--- src/rtl/bist_lfsr_misr_ctrl.sv ---
// BIST controller: a Galois LFSR drives patterns into the circuit under test and a
// Galois MISR compacts its responses into a signature that is compared with a golden value.
module bist_lfsr_misr_ctrl #(
    parameter int                PAT_W     = 16,
    parameter int                RESP_W    = 16,
    parameter logic [PAT_W-1:0]  LFSR_SEED = 16'hACE1,
    parameter logic [PAT_W-1:0]  LFSR_TAPS = 16'hB400,
    parameter logic [RESP_W-1:0] MISR_TAPS = 16'hB400,
    parameter int                PAT_CNT   = 1024,
    parameter int                CNT_W     = 16,
    parameter int                LATENCY   = 1
) (
    input  logic              clk,
    input  logic              rst,
    input  logic              start,
    input  logic [RESP_W-1:0] golden_sig,
    output logic [PAT_W-1:0]  pattern_out,
    output logic              pattern_valid,
    input  logic [RESP_W-1:0] resp_in,
    output logic              busy,
    output logic              done,
    output logic              pass,
    output logic [RESP_W-1:0] signature
);

    typedef enum logic [1:0] {
        ST_IDLE,
        ST_RUN,
        ST_DRAIN,
        ST_DONE
    } state_t;

    // An all-zero seed would lock the LFSR at zero forever.
    localparam logic [PAT_W-1:0] SEED_NZ = (LFSR_SEED == '0) ? PAT_W'(1) : LFSR_SEED;
    localparam int               VD_W    = (LATENCY > 0) ? LATENCY : 1;

    state_t              state_q, state_d;
    logic [PAT_W-1:0]    lfsr_q;
    logic [RESP_W-1:0]   misr_q;
    logic [CNT_W-1:0]    cnt_q;
    logic [2:0]          drain_q;
    logic [VD_W-1:0]     vd_q;
    logic                load;
    logic                last_pat;
    logic                drain_last;
    logic                cap_en;

    function automatic logic [PAT_W-1:0] lfsr_step(input logic [PAT_W-1:0] x);
        return (x >> 1) ^ (x[0] ? LFSR_TAPS : '0);
    endfunction

    function automatic logic [RESP_W-1:0] misr_step(input logic [RESP_W-1:0] x);
        return (x >> 1) ^ (x[0] ? MISR_TAPS : '0);
    endfunction

    assign last_pat   = (cnt_q == CNT_W'(PAT_CNT - 1));
    assign drain_last = (drain_q == 3'(LATENCY - 1));
    assign cap_en     = (LATENCY == 0) ? pattern_valid : vd_q[VD_W-1];

    // NOTE: state registers use non-blocking assignments so every flop samples
    // the pre-edge values; blocking here would create order-dependent races.
    always_ff @(posedge clk) begin
        if (rst) begin
            state_q <= ST_IDLE;
        end else begin
            state_q <= state_d;
        end
    end

    // NOTE: every signal driven here gets a default before the case statement,
    // otherwise a missed branch would infer a latch.
    always_comb begin
        state_d       = state_q;
        load          = 1'b0;
        pattern_valid = 1'b0;
        busy          = 1'b0;
        done          = 1'b0;
        case (state_q)
            ST_IDLE: begin
                if (start) begin
                    load    = 1'b1;
                    state_d = ST_RUN;
                end
            end
            ST_RUN: begin
                pattern_valid = 1'b1;
                busy          = 1'b1;
                if (last_pat) begin
                    state_d = (LATENCY == 0) ? ST_DONE : ST_DRAIN;
                end
            end
            ST_DRAIN: begin
                busy = 1'b1;
                if (drain_last) begin
                    state_d = ST_DONE;
                end
            end
            ST_DONE: begin
                done = 1'b1;
                if (start) begin
                    load    = 1'b1;
                    state_d = ST_RUN;
                end
            end
            default: state_d = ST_IDLE;
        endcase
    end

    // The LFSR doubles as the pattern register: it holds on the final RUN cycle so
    // pattern_out keeps the last pattern through DRAIN and DONE.
    always_ff @(posedge clk) begin
        if (rst) begin
            lfsr_q  <= '0;
            misr_q  <= '0;
            cnt_q   <= '0;
            drain_q <= '0;
            vd_q    <= '0;
        end else begin
            vd_q <= (vd_q << 1) | VD_W'(pattern_valid);
            if (load) begin
                lfsr_q  <= SEED_NZ;
                misr_q  <= '0;
                cnt_q   <= '0;
                drain_q <= '0;
            end else begin
                if (state_q == ST_RUN) begin
                    cnt_q <= cnt_q + 1'b1;
                    if (!last_pat) begin
                        lfsr_q <= lfsr_step(lfsr_q);
                    end
                end
                if (state_q == ST_DRAIN) begin
                    drain_q <= drain_q + 1'b1;
                end
                if (cap_en) begin
                    misr_q <= misr_step(misr_q) ^ resp_in;
                end
            end
        end
    end

    assign pattern_out = lfsr_q;
    assign signature   = misr_q;
    assign pass        = done && (misr_q == golden_sig);

endmodule
--- config.mk ---
export PLATFORM = sky130hd
export DESIGN_NAME = bist_lfsr_misr_ctrl
export DESIGN_NICKNAME = d
export VERILOG_FILES = /design/src/rtl/bist_lfsr_misr_ctrl.sv
export SDC_FILE = /design/constraint.sdc
export NUM_CORES = 1
export LEC_CHECK = 0
export ABC_AREA = 0
export ABC_CLOCK_PERIOD_IN_PS = 2300
export CAP_MARGIN = 20
export CORE_MARGIN = 8
export CORE_UTILIZATION = 27
export CTS_BUF_LIST = sky130_fd_sc_hd__clkbuf_16
export DETAILED_ROUTE_END_ITERATION = 10
export SLEW_MARGIN = 25
export SYNTH_ARGS = -nofsm -noshare
export SYNTH_HDL_FRONTEND = slang
export SYNTH_SLANG_ARGS = --single-unit
--- constraint.sdc ---
create_clock -name clk -period 2.3 [get_ports clk]
set_input_delay 0.345 -clock clk [delete_from_list [all_inputs] [get_ports clk]]
set_output_delay 0.345 -clock clk [all_outputs]
set_load 0.05 [all_outputs]
==> metrics <==
Synth Net Count=318; Critical Path End Type=output port; Final Setup Violations=0; RSZ-0062 raised after global routing=false; setup_tns=0 ns; Clock Sinks=54; FFs w/ async S/R, synth=0%; number of setup buffers added after CTS=0; CTS tree=yes; leakage power=1.26 nW; data required time at the worst endpoint=~2.0 ns; first-pass GRT wire length=about 10 mm; Startpoint Class=input port; Post-Syn Instances=~280; min Tclk post-route=2.18 ns; share of the synthesized area in the top cell type=42.5%; I/O pin count=just over 70; CTS Root Buffer Type=clkbuf_16; Avg WL per Cell=about 14 µm; Port Buffers=70; largest net degree at the start of global routing=30; worst-case reg-to-reg path depth=5; Post-synth EDFFs=0; worst r2r src=state_q[0]$_SDFFE_PP0P_; GRT overflow=0; Vias=roughly 2100; Pre-antenna DRT Iters=4; Synth Cell Area=0.00254 mm²; layout cells sized above 1=about 5.2%; Die Span X=113 µm; worst skew pair latency=approximately 0.29 ns; vias in the first global route=2071; Peak VDD IR=626 µV; largest cells by area after synthesis=dfxtp_1, xnor2_1, xor2_1; CP Class=input port to output port; # resized after CTS=0; Tcrit/Tclk final=94.6%; Yosys top cell by area=dfxtp_1; Nets=385; total track usage=9.99%; clock slew at reported path FFs=about 0.07 ns; DR iter-0 viols=59; final WL=6.30 mm; CTS Hold Bufs=0; most instantiated cells after synthesis=dfxtp_1, xnor2_1, nor2_1, nand2_1; Most used DFF post-synth=dfxtp_1; dominant cell by count in the synthesized netlist=dfxtp_1; die area=~0.013 mm²; Min-Delay Path Depth=2; initial antenna violation count=0; Starting Density=27.6%; R2R Setup Slk=between 0.3 and 0.4 ns; Hold/Removal Path Class=flop to flop; routability cong.=0.773; core box area=0.00920 mm²; Max-slew headroom=65.0%; Post-DP HPWL=around 4.7 mm; remaining antenna violation count after routing=0; H-tree depth=2; number of remaining DRC errors=0; Post-Syn Area per Cell=between 9 and 10 µm²; Worst Tran Pin Value=between 0.5 and 0.6 ns; Antenna diodes=0; total power=3.59 mW; Max Fclk=around 460 MHz; P&R area growth vs syn=37.8%; CP Data Arrival Time=1.83 ns; P per Cell Area=1020 mW/mm²; status=complete, no violations; hold_sp=pattern_out[2]$_SDFFE_PP0P_; Distinct cells, synth=31; Final Slew Violations=0; max_cap viols=0; CP Launch Point=golden_sig[14]; peak fanout along the critical path=1; skew final=about 0.0036 ns; die height=between 100 and 150 µm; Num CTS Buffers=5; warnings from Yosys=0; Seq/Total Area, Yosys=roughly 43%; number of vias per cell=roughly 4.6; num rows=35; Seq cells post-synth=54; clock tree buffer depth=2; endpoints failing hold=0
[critical path: stages]
cell and delay (ns):
clkdlybuf4s50_1 0.42, xor2_1 0.15, nor4_1 0.27, nand4_1 0.17
nor4_4 0.29, buf_12 0.18
[metrics by stage]
stage / hold slack (ns) / utilization (%) / cell area (µm²) / worst slack, ns / std cells
3_5_place_dp: 0.472 / 36.6 / 3360 / 0.103 / 447
4_1_cts: 0.484 / 38.1 / 3500 / 0.104 / 455
6_report: 0.479 / 38.1 / 3500 / 0.124 / 455
3_3_place_gp: 0.456 / 36.6 / 3360 / 0.112 / 447
5_1_grt: 0.516 / 38.1 / 3500 / 0.0565 / 455
2_1_floorplan: 0.417 / - / 2560 / 0.0964 / 276
[flip-flops by register name, indices dropped and copies added, names as in the netlist]
| signal | flops |
|---|---|
| cap_en | 1 |
| signature | 16 |
| cnt_q | 16 |
| state_q | 2 |
| pattern_out | 16 |
| drain_q | 3 |
[path summary, 6_finish.rpt]
check | end
hold / removal | pattern_out[1]$_SDFFE_PP0P_
setup / recovery | pass
setup reg to reg | cnt_q[11]$_SDFFE_PP0P_
hold reg to reg | pattern_out[1]$_SDFFE_PP0P_
[final cells by class]
type	instances	area, µm²
Fill cell	946	5690
Multi-Input combinational cell	200	1370
Sequential cell	54	1080
Timing Repair Buffer	76	751
Tap cell	111	139
Clock buffer	5	125
Inverter	6	22.5
Clock inverter	3	16.3
[report_power, final]
| group | leakage, nW | total, mW | internal, mW | switching [mW] |
|---|---|---|---|---|
| Sequential | 0.439 | 1.25 | 1.08 | 0.168 |
| Clock | 0.0672 | 0.730 | 0.398 | 0.332 |
| Combinational | 0.753 | 1.61 | 0.610 | 0.996 |
[layer usage]
| metal | up-vias | track usage (%) | wire length (µm) |
|---|---|---|---|
| li1 | 1081 | - | - |
| met1 | 954 | 13.1 | 3120 |
| met2 | 65 | 15.2 | 2630 |
| met3 | 6 | 3.51 | 486 |
| met4 | 0 | 2.66 | 63 |
| met5 | - | 0 | 0 |
[placed cells by master, fill, tap and decap left out, drive strengths merged, types with 3 or more instances in the layout]
cell type / instances
a211oi: 13
a21oi: 15
and3: 4
and4: 3
buf: 9
clkbuf: 5
clkdlybuf4s50: 67
dfxtp: 54
ha: 7
inv: 6
mux2i: 13
nand2: 16
nand3: 13
nand4: 6
nor2: 30
nor4: 3
o21ai: 11
or3: 4
xnor2: 36
xor2: 15
[cells by family (layout without fill, tap and decap cells)]
family,Yosys count,after routing,synth area share (%)
AO/OA/AOI/OAI,44,44,10.7
flip-flops,54,54,42.5
AND/OR/NAND/NOR,85,85,16.4
adder cells (fa/ha/maj),7,7,3.44
XOR/XNOR,51,51,17.6
multiplexers,13,13,5.12
buffers and inverters,22,90,4.23
(Power assumes the default switching activity.)
